### config.mk
export PLATFORM = sky130hd
export DESIGN_NAME = reg_bank_write_arbiter_flat
export DESIGN_NICKNAME = d
export VERILOG_FILES = /design/src/rtl/reg_bank_write_arbiter_if.sv /design/src/rtl/reg_bank_write_arbiter.sv /design/src/flat_wrapper.sv
export SDC_FILE = /design/constraint.sdc
export NUM_CORES = 1
export LEC_CHECK = 0
export BUFFER_PORTS_ARGS = -buffer_cell sky130_fd_sc_hd__buf_2
export CORE_ASPECT_RATIO = 1.4
export CORE_MARGIN = 5
export CORE_UTILIZATION = 30
export CTS_CLUSTER_SIZE = 14
export DETAILED_ROUTE_END_ITERATION = 10
export PLACE_DENSITY_LB_ADDON = 0.05
export SETUP_SLACK_MARGIN = 0.3
export SLEW_MARGIN = 20
export SYNTH_ARGS = -nofsm -noshare
export SYNTH_HDL_FRONTEND = slang
export SYNTH_SLANG_ARGS = --single-unit
export TNS_END_PERCENT = 1
### constraint.sdc
create_clock -name clock -period 2.5 [get_ports clock]
set_clock_uncertainty 0.15 [all_clocks]
set_input_delay 0.125 -clock clock [delete_from_list [all_inputs] [get_ports clock]]
set_output_delay 0.125 -clock clock [all_outputs]
set_load 0.02 [all_outputs]
### src/rtl/reg_bank_write_arbiter_if.sv
// Requester-side bus of the register-bank write arbiter: packed write requests,
// the one-hot grant and status flags, and the combinational read port.
interface reg_bank_write_arbiter_if #(
  parameter int NUM_REQ    = 4,
  parameter int DATA_WIDTH = 3,
  parameter int ADDR_WIDTH = 2
);

  logic [NUM_REQ-1:0]            req;
  logic [NUM_REQ*ADDR_WIDTH-1:0] req_addr;
  logic [NUM_REQ*DATA_WIDTH-1:0] req_data;
  logic [NUM_REQ-1:0]            grant;
  logic                          busy;
  logic                          contended;
  logic [ADDR_WIDTH-1:0]         rd_addr;
  logic [DATA_WIDTH-1:0]         rd_data;

  // The requesters and the downstream reader sit on the master side.
  modport master (
    output req, req_addr, req_data, rd_addr,
    input  grant, busy, contended, rd_data
  );

  modport slave (
    input  req, req_addr, req_data, rd_addr,
    output grant, busy, contended, rd_data
  );

endinterface

### src/rtl/reg_bank_write_arbiter.sv
// Round-robin write arbiter feeding a small bank of enable-gated registers.
// One request is accepted per IDLE cycle, written during the following WRITE cycle.
module reg_bank_write_arbiter #(
  parameter int NUM_REQ    = 4,
  parameter int DATA_WIDTH = 3,
  parameter int ADDR_WIDTH = 2
) (
  input  logic                     clock,
  input  logic                     reset,
  reg_bank_write_arbiter_if.slave  bus
);

  localparam int NUM_REGS = 2 ** ADDR_WIDTH;
  localparam int IDX_W    = $clog2(NUM_REQ);

  typedef enum logic {
    IDLE  = 1'b0,
    WRITE = 1'b1
  } state_t;

  typedef logic [IDX_W-1:0] idx_t;

  state_t                  state_q, state_d;
  idx_t                    last_q, last_d;
  idx_t                    win_q, win_d;
  logic [ADDR_WIDTH-1:0]   addr_q, addr_d;
  logic [DATA_WIDTH-1:0]   data_q, data_d;
  logic                    contended_q, contended_d;
  logic                    busy_q, busy_d;
  logic [NUM_REQ-1:0]      grant_q, grant_d;
  logic                    bank_we;
  logic [DATA_WIDTH-1:0]   bank_q [NUM_REGS];

  idx_t                    rr_winner;
  logic                    rr_found;
  logic                    rr_multi;

  // Rotating search starting just after the last winner.
  always_comb begin
    int   cand;
    idx_t cand_idx;
    // NOTE: every combinational output gets a default before any branch so no
    // path leaves it unassigned, which would otherwise infer a latch.
    rr_found  = 1'b0;
    rr_winner = last_q;
    cand      = 0;
    cand_idx  = '0;
    for (int k = 1; k <= NUM_REQ; k++) begin
      cand = int'(last_q) + k;
      if (cand >= NUM_REQ) begin
        cand = cand - NUM_REQ;
      end
      cand_idx = idx_t'(cand);
      if (!rr_found && bus.req[cand_idx]) begin
        rr_found  = 1'b1;
        rr_winner = cand_idx;
      end
    end
    rr_multi = ($countones(bus.req) > 1);
  end

  always_comb begin
    state_d     = state_q;
    last_d      = last_q;
    win_d       = win_q;
    addr_d      = addr_q;
    data_d      = data_q;
    contended_d = 1'b0;
    busy_d      = 1'b0;
    grant_d     = '0;
    bank_we     = 1'b0;

    unique case (state_q)
      IDLE: begin
        if (rr_found) begin
          state_d            = WRITE;
          win_d              = rr_winner;
          addr_d             = bus.req_addr[int'(rr_winner)*ADDR_WIDTH +: ADDR_WIDTH];
          data_d             = bus.req_data[int'(rr_winner)*DATA_WIDTH +: DATA_WIDTH];
          contended_d        = rr_multi;
          busy_d             = 1'b1;
          grant_d[rr_winner] = 1'b1;
        end
      end
      WRITE: begin
        // The load lands at the edge closing this cycle, so reads see the old value until then.
        state_d = IDLE;
        last_d  = win_q;
        bank_we = 1'b1;
      end
      default: begin
        state_d = IDLE;
      end
    endcase
  end

  // NOTE: sequential state uses non-blocking assignments so every register
  // samples its pre-edge inputs regardless of statement order.
  always_ff @(posedge clock or negedge reset) begin
    if (!reset) begin
      state_q     <= IDLE;
      last_q      <= idx_t'(NUM_REQ - 1);
      win_q       <= '0;
      addr_q      <= '0;
      data_q      <= '0;
      contended_q <= 1'b0;
      busy_q      <= 1'b0;
      grant_q     <= '0;
    end else begin
      state_q     <= state_d;
      last_q      <= last_d;
      win_q       <= win_d;
      addr_q      <= addr_d;
      data_q      <= data_d;
      contended_q <= contended_d;
      busy_q      <= busy_d;
      grant_q     <= grant_d;
    end
  end

  // NOTE: the bank is a handful of flops with an architectural clear, so it is
  // reset like any other register rather than treated as an unreset RAM.
  always_ff @(posedge clock or negedge reset) begin
    if (!reset) begin
      for (int r = 0; r < NUM_REGS; r++) begin
        bank_q[r] <= '0;
      end
    end else if (bank_we) begin
      bank_q[addr_q] <= data_q;
    end
  end

  assign bus.grant     = grant_q;
  assign bus.busy      = busy_q;
  assign bus.contended = contended_q;
  assign bus.rd_data   = bank_q[bus.rd_addr];

endmodule
### src/flat_wrapper.sv
// flat-port wrapper written by rule: the top's interface ports become plain ports
module reg_bank_write_arbiter_flat 
#(
  parameter int NUM_REQ    = 4,
  parameter int DATA_WIDTH = 3,
  parameter int ADDR_WIDTH = 2
)
  (clock, reset, bus_req, bus_req_addr, bus_req_data, bus_rd_addr, bus_grant, bus_busy, bus_contended, bus_rd_data);
  reg_bank_write_arbiter_if #(.NUM_REQ(NUM_REQ), .DATA_WIDTH(DATA_WIDTH), .ADDR_WIDTH(ADDR_WIDTH)) bus_i ();
  input  logic clock;
  input  logic reset;
  input wire logic [$bits(bus_i.req)-1:0] bus_req;
  input wire logic [$bits(bus_i.req_addr)-1:0] bus_req_addr;
  input wire logic [$bits(bus_i.req_data)-1:0] bus_req_data;
  input wire logic [$bits(bus_i.rd_addr)-1:0] bus_rd_addr;
  output wire logic [$bits(bus_i.grant)-1:0] bus_grant;
  output wire logic [$bits(bus_i.busy)-1:0] bus_busy;
  output wire logic [$bits(bus_i.contended)-1:0] bus_contended;
  output wire logic [$bits(bus_i.rd_data)-1:0] bus_rd_data;
  assign bus_i.req = bus_req;
  assign bus_i.req_addr = bus_req_addr;
  assign bus_i.req_data = bus_req_data;
  assign bus_i.rd_addr = bus_rd_addr;
  assign bus_grant = bus_i.grant;
  assign bus_busy = bus_i.busy;
  assign bus_contended = bus_i.contended;
  assign bus_rd_data = bus_i.rd_data;
  reg_bank_write_arbiter #(.NUM_REQ(NUM_REQ), .DATA_WIDTH(DATA_WIDTH), .ADDR_WIDTH(ADDR_WIDTH)) u_core (.clock(clock), .reset(reset), .bus(bus_i));
endmodule
==> results.json, run 1 <==
{
  "synth.distinct_cells": 27,
  "clkSinkCount": 27,
  "synth-compound-area-share_pct": 8.36,
  "avgRoutedWirePerCell_um": 14.8,
  "start_util_pct": 31.1,
  "worst_slew_pin_slew_ns": 0.614,
  "startpoint": "u_core.last_q[0]",
  "avgSynthCellArea_um2": 12.8,
  "synth_edf_count": 0,
  "critPathKind": "flop to flop",
  "crit_chain": "nand2b_2 -> o21ai_2 -> a211oi_4 -> buf_4 -> mux2i_1 -> o221ai_1",
  "holdCritPathClass": "input port to flop",
  "htree_levels": 1,
  "met1_usage_pct": 13.0,
  "end_kind": "flop",
  "antenna_found_initial": 0,
  "cp.arrival_ns": 2.04,
  "clockPowerShare_pct": 14.0,
  "synth_adder_area_share_pct": 3.38,
  "final_max_slew_viol_count": 0,
  "fin_crit_ns": 2.05,
  "grt_max_degree": 28,
  "design_area_um2": 1630,
  "cts_tree": "yes",
  "dpl_cell_area_um2": 1570,
  "vias": 933,
  "max_cap_violations": 0,
  "met2_usage_pct": 21.0,
  "final_cell_mix": "buf_2, dfrtp_1, mux2_2",
  "routed_via_density": 4.60,
  "drc": 0,
  "ys.flop_type": "dfrtp_1",
  "design.core.area_um2": 4270,
  "cp_max_fo": 9,
  "period_share_pct": 82.2,
  "postCtsSetupBuffers": 0,
  "grt_pass1_vias": 1078,
  "grt-busiest-layer": "met2",
  "ys_seq_area_share_pct": 50.9,
  "p_int_mw": 1.12,
  "setup-violations-final": 0,
  "pin_count": 37,
  "cts-resized-gates": 0,
  "use_met3_pct": 2.03,
  "ys_seq_elements": 27,
  "synth_warnings": 0,
  "synthArstFlopShare_pct": 100,
  "clock-root-buffer": "clkbuf_8",
  "setup.worst_path.start_class": "flop",
  "nets": 175,
  "wirelength_mm": 3.01,
  "power.net_switching_mw": 0.620,
  "synthXorXnorAreaFrac_pct": 0,
  "synth_top_family_by_area": "multiplexers",
  "max-clock-path-buffers": 2,
  "multi_input_area_um2": 614,
  "hold_viol_final": 0,
  "setup_tns_ns": 0,
  "io_buffers": 36,
  "globalRouteOverflowTotal": 0,
  "muxShareOfSynthArea_pct": 24.4,
  "cts_hold_buffers": 1,
  "grt_pass1_wl_mm": 5.04,
  "leakagePower_nw": 0.787,
  "seqCellArea_um2": 678,
  "worstReg2RegStart": "u_core.last_q[0]",
  "drt_iter0_markers": 33,
  "combinationalPowerShare_pct": 40.9,
  "cpPeakStageDelay_ns": 0.55,
  "switching_share_pct": 35.7,
  "firstDrtPassIters": 4,
  "drive_gt1_share_pct": 46.2,
  "antenna_cells": 0,
  "synth_area_um2": 1330,
  "area_growth_syn_to_layout_pct": 22.5,
  "path_clk_slew_ns": 0.09,
  "hpwl_mm": 2.35,
  "max_freq_ghz": 0.487,
  "critPathRequiredTime_ns": 2.49,
  "rsz0062_at_grt": "no",
  "fin_cells": 203,
  "clk_latency_ns": 0.27,
  "placementRows": 28,
  "fillerInstances": 444,
  "p_per_area_nw_per_um2": 1070,
  "dp_cells": 198,
  "syn_nets": 135,
  "peakVddDrop_mv": 0.440,
  "die-area_um2": 5890,
  "final_common_cell": "buf_2",
  "cts_made_buffers": 3,
  "die_x_um": 66.3,
  "seq_power_share_pct": 45.2,
  "grt_usage_pct": 11.4,
  "fp.dieH_um": 88.8,
  "postRouteAntennaNets": 0,
  "synth_cells": 104,
  "slew_headroom_pct": 59.1,
  "min_from": "bus_req_addr[7]",
  "crit_path_top_delay_cell": "dfstp_2",
  "status": "complete, no violations",
  "place.gp.congestion": 0.723,
  "synth-simple-area-share_pct": 9.96
}
Yosys cell counts, types with 3 or more instances:
library cell / number / area share (%)
nand3b_1: 3 / 1.7
inv_1: 4 / 1.1
nand2_1: 10 / 2.8
o221ai_1: 5 / 3.3
nor2_1: 6 / 1.7
mux2_2: 14 / 12
mux2i_1: 10 / 7.5
mux4_2: 3 / 5.1
dfrtp_1: 25 / 47
worst max-delay path, delay by kind of cell (launching register included):
| family | cells | cell delay (ns) |
|---|---|---|
| flip-flops | 1 | 0.55 |
| multiplexers | 1 | 0.21 |
| buffers and inverters | 1 | 0.27 |
| AND/OR/NAND/NOR | 1 | 0.13 |
| AO/OA/AOI/OAI | 3 | 0.62 |
path summary, 6_finish.rpt:
path | endpoint | slack (ns) | cells after the start
min | u_core.addr_q[1] | 0.02 | 3
max in group asynchronous | u_core.bank_q[5] | 1.55 | 2
max | u_core.addr_q[0] | 0.45 | 6
min reg2reg | u_core.win_q[1] | 0.34 | 2
max reg2reg | u_core.addr_q[0] | 0.45 | 6
min in group asynchronous | u_core.bank_q[10] | 0.26 | 2
flip-flops by register name (all words and copies together) (netlist names):
register	count
u_core.bus.contended	1
u_core.bank_q	12
u_core.data_q	3
u_core.last_q	2
u_core.bus.busy	1
u_core.win_q	2
u_core.addr_q	2
u_core.bus.grant	4
metal layers:
layer  up-vias  wire length, um  share of wire [%]
met2        24             1590                 53
met1       456             1240                 41
met4         0               26               0.86
met5         -                0                  0
met3         2              153                5.1
li1        451                -                  -
area by class of cell:
cell class,instances,area share [%]
clock inverter,1,0.307
multi-input combinational,69,37.7
timing repair buffer,38,12.1
tap,60,4.60
sequential,27,41.6
clock buffer,3,2.53
inverter,5,1.15
stage by stage:
step           hold WS [ns]  power, mW  utilization, %  setup WS [ns]
6_report             0.0222       1.74            38.1          0.446
3_3_place_gp         0.0297       1.49            36.8          0.515
4_1_cts              0.0133       1.77            38.1          0.429
5_1_grt              0.0242       1.87            38.1          0.309
3_5_place_dp         0.0280       1.52            36.8          0.441
2_1_floorplan        -0.321       1.31               -          0.665
cells by family (layout without fill, tap and decap cells):
kind of cell,count (synthesis),after routing
AO/OA/AOI/OAI,13,13
buffers and inverters,8,47
adder cells (fa/ha/maj),3,3
multiplexers,27,27
AND/OR/NAND/NOR,26,26
flip-flops,27,27
power by group through the flow:
stage | Combinational (mW) | Sequential, mW | Clock, mW
finish | 0.710 | 0.784 | 0.242
global route | 0.784 | 0.813 | 0.277
CTS | 0.725 | 0.788 | 0.261
detailed placement | 0.721 | 0.798 | 0
global placement | 0.708 | 0.787 | 0
floorplan | 0.532 | 0.778 | 0
No activity file was read; power rests on OpenSTA's default activity.
==> run 2, diff against run 1 <==
- clock period: 2.5 -> 2 ns (I/O delays scaled with it)
==> run 2 against run 1 <==
Core utilization is 1.6 points higher. Setup slack worse by 0.27 ns. Cell count is 2.0% higher. Worst hold slack worse by 0.017 ns. Clock power is 24% higher. Sequential share of layout area is 1.7 points lower. Total power is 32% higher. Critical path depth stayed put. Non-clock buffer count is 4 higher. Sequential power is 24% higher.
==> results.json, run 2 (synthesized netlist as in run 1, its figures left out) <==
{
  "largest-register": "u_core.bank_q",
  "critPathKind": "flop to flop",
  "clockPowerShare_pct": 13.1,
  "drt-met1-wl_mm": 1.17,
  "firstDrtPassIters": 2,
  "antenna_cells": 0,
  "max_cap_violations": 0,
  "top_layer": "met4",
  "die_x_um": 66.3,
  "routed_via_density": 4.48,
  "dp_cells": 200,
  "design.core.area_um2": 4270,
  "setup.worst_path.start_class": "flop",
  "avgRoutedWirePerCell_um": 14.6,
  "worst_slew_pin_slew_ns": 0.602,
  "htree_levels": 1,
  "status": "complete, no violations",
  "cp.arrival_ns": 1.80,
  "grt_usage_pct": 11.5,
  "final_cell_mix": "buf_2, dfrtp_1, mux2_2",
  "wl_met2_mm": 1.67,
  "placementRows": 28,
  "fin_cells": 207,
  "min_from": "bus_req_data[7]",
  "hpwl_mm": 2.37,
  "crit_chain": "nand2b_4 -> a21oi_2 -> a211oi_4 -> buf_12 -> mux2i_2 -> o221ai_1",
  "drc": 0,
  "cts_tree": "yes",
  "max-clock-path-buffers": 2,
  "setup-violations-final": 0,
  "start_util_pct": 31.1,
  "end_kind": "flop",
  "cpPeakStageDelay_ns": 0.55,
  "period_share_pct": 91.0,
  "vias": 928,
  "cp_max_fo": 12,
  "worstReg2RegStart": "u_core.last_q[0]",
  "fin_crit_ns": 1.82,
  "place.gp.congestion": 0.669,
  "antenna_found_initial": 0,
  "io_buffers": 36,
  "peakVddDrop_mv": 0.494,
  "clkSinkCount": 27,
  "dpl_cell_area_um2": 1610,
  "multi_input_area_um2": 643,
  "final_max_slew_viol_count": 0,
  "slew_headroom_pct": 59.9,
  "grt_pass1_wl_mm": 5.00,
  "max_freq_ghz": 0.549,
  "pin_count": 37,
  "drive_gt1_share_pct": 49.0,
  "critPathRequiredTime_ns": 1.98,
  "largest_reg_flops": 12,
  "startpoint": "u_core.last_q[0]",
  "globalRouteOverflowTotal": 0,
  "grt_pass1_vias": 1030,
  "clk_latency_ns": 0.26,
  "crit_path_top_delay_cell": "dfstp_2",
  "cts_made_buffers": 3,
  "seq_power_share_pct": 42.3,
  "p_int_mw": 1.50,
  "combinationalPowerShare_pct": 44.6,
  "design_area_um2": 1700,
  "whs_ns": 0.00498,
  "p_per_area_nw_per_um2": 1350,
  "grt_max_degree": 28,
  "rsz0062_at_grt": "yes",
  "fp.dieH_um": 88.8,
  "leakagePower_nw": 0.815,
  "area_growth_syn_to_layout_pct": 27.7,
  "die-area_um2": 5890,
  "holdCritPathClass": "input port to flop",
  "postRouteAntennaNets": 0,
  "path_clk_slew_ns": 0.09,
  "nets": 179,
  "wl_met3_um": 140,
  "power.net_switching_mw": 0.789,
  "wirelength_mm": 3.01,
  "switching_share_pct": 34.4,
  "seqCellArea_um2": 678,
  "fillerInstances": 450,
  "drt_iter0_markers": 24,
  "setup_tns_ns": 0,
  "clock-root-buffer": "clkbuf_8",
  "total_power_mw": 2.29,
  "final_common_cell": "buf_2",
  "hold_viol_final": 0
}
==> run 2: cell type report <==
class / instances / area share [%]
Sequential cell: 27 / 39.9
Clock buffer: 4 / 2.65
Multi-Input combinational cell: 69 / 37.8
Timing Repair Buffer: 42 / 14.1
Tap cell: 60 / 4.42
Inverter: 5 / 1.10
==> run 2: critical path: cells and delay by family, from the launching register on <==
kind                   cells  cell delay, ns
DFF                        1            0.55
AOI/OAI and AO/OA          3            0.43
muxes                      1            0.24
buffers and inverters      1            0.19
and+or+nand+nor            1            0.13
==> run 2: worst paths after layout <==
path                                             to  slack, ns  cells after the start
worst max-delay path               u_core.data_q[0]       0.18                      6
worst min-delay path               u_core.data_q[1]      0.005                      3
worst max register to register     u_core.data_q[0]       0.18                      6
worst min register to register      u_core.win_q[1]       0.33                      2
max in group asynchronous          u_core.data_q[2]       1.07                      2
min in group asynchronous       u_core.bus.grant[1]       0.24                      2
==> run 2: power groups by stage <==
stage	Clock [mW]	Sequential, mW	Combinational, mW
floorplan	0	0.975	0.679
global placement	0	0.977	0.963
detailed placement	0	0.989	0.973
CTS	0.320	0.978	1.03
global route	0.355	1.01	1.11
finish	0.301	0.969	1.02
==> run 2: metal layers <==
metal  track usage [%]  up-vias
li1                  -      458
met1              12.7      449
met2              21.4       19
met3              2.29        2
met4              3.88        0
met5                 0        -
==> run 2: through the flow <==
| stage | setup slack, ns | utilization [%] |
|---|---|---|
| 2_1_floorplan | 0.190 | - |
| 3_3_place_gp | 0.150 | 37.8 |
| 3_5_place_dp | 0.136 | 37.8 |
| 4_1_cts | 0.152 | 39.6 |
| 5_1_grt | 0.0874 | 39.8 |
| 6_report | 0.179 | 39.8 |
==> run 2: what timing repair did <==
action | CTS | global route
endpoints found under the setup margin | 5 | 8
hold endpoints to repair | 25 | 0
gates resized for setup | 2 | 1
hold buffers | 1 | 0
buffers inserted | 2 | 0
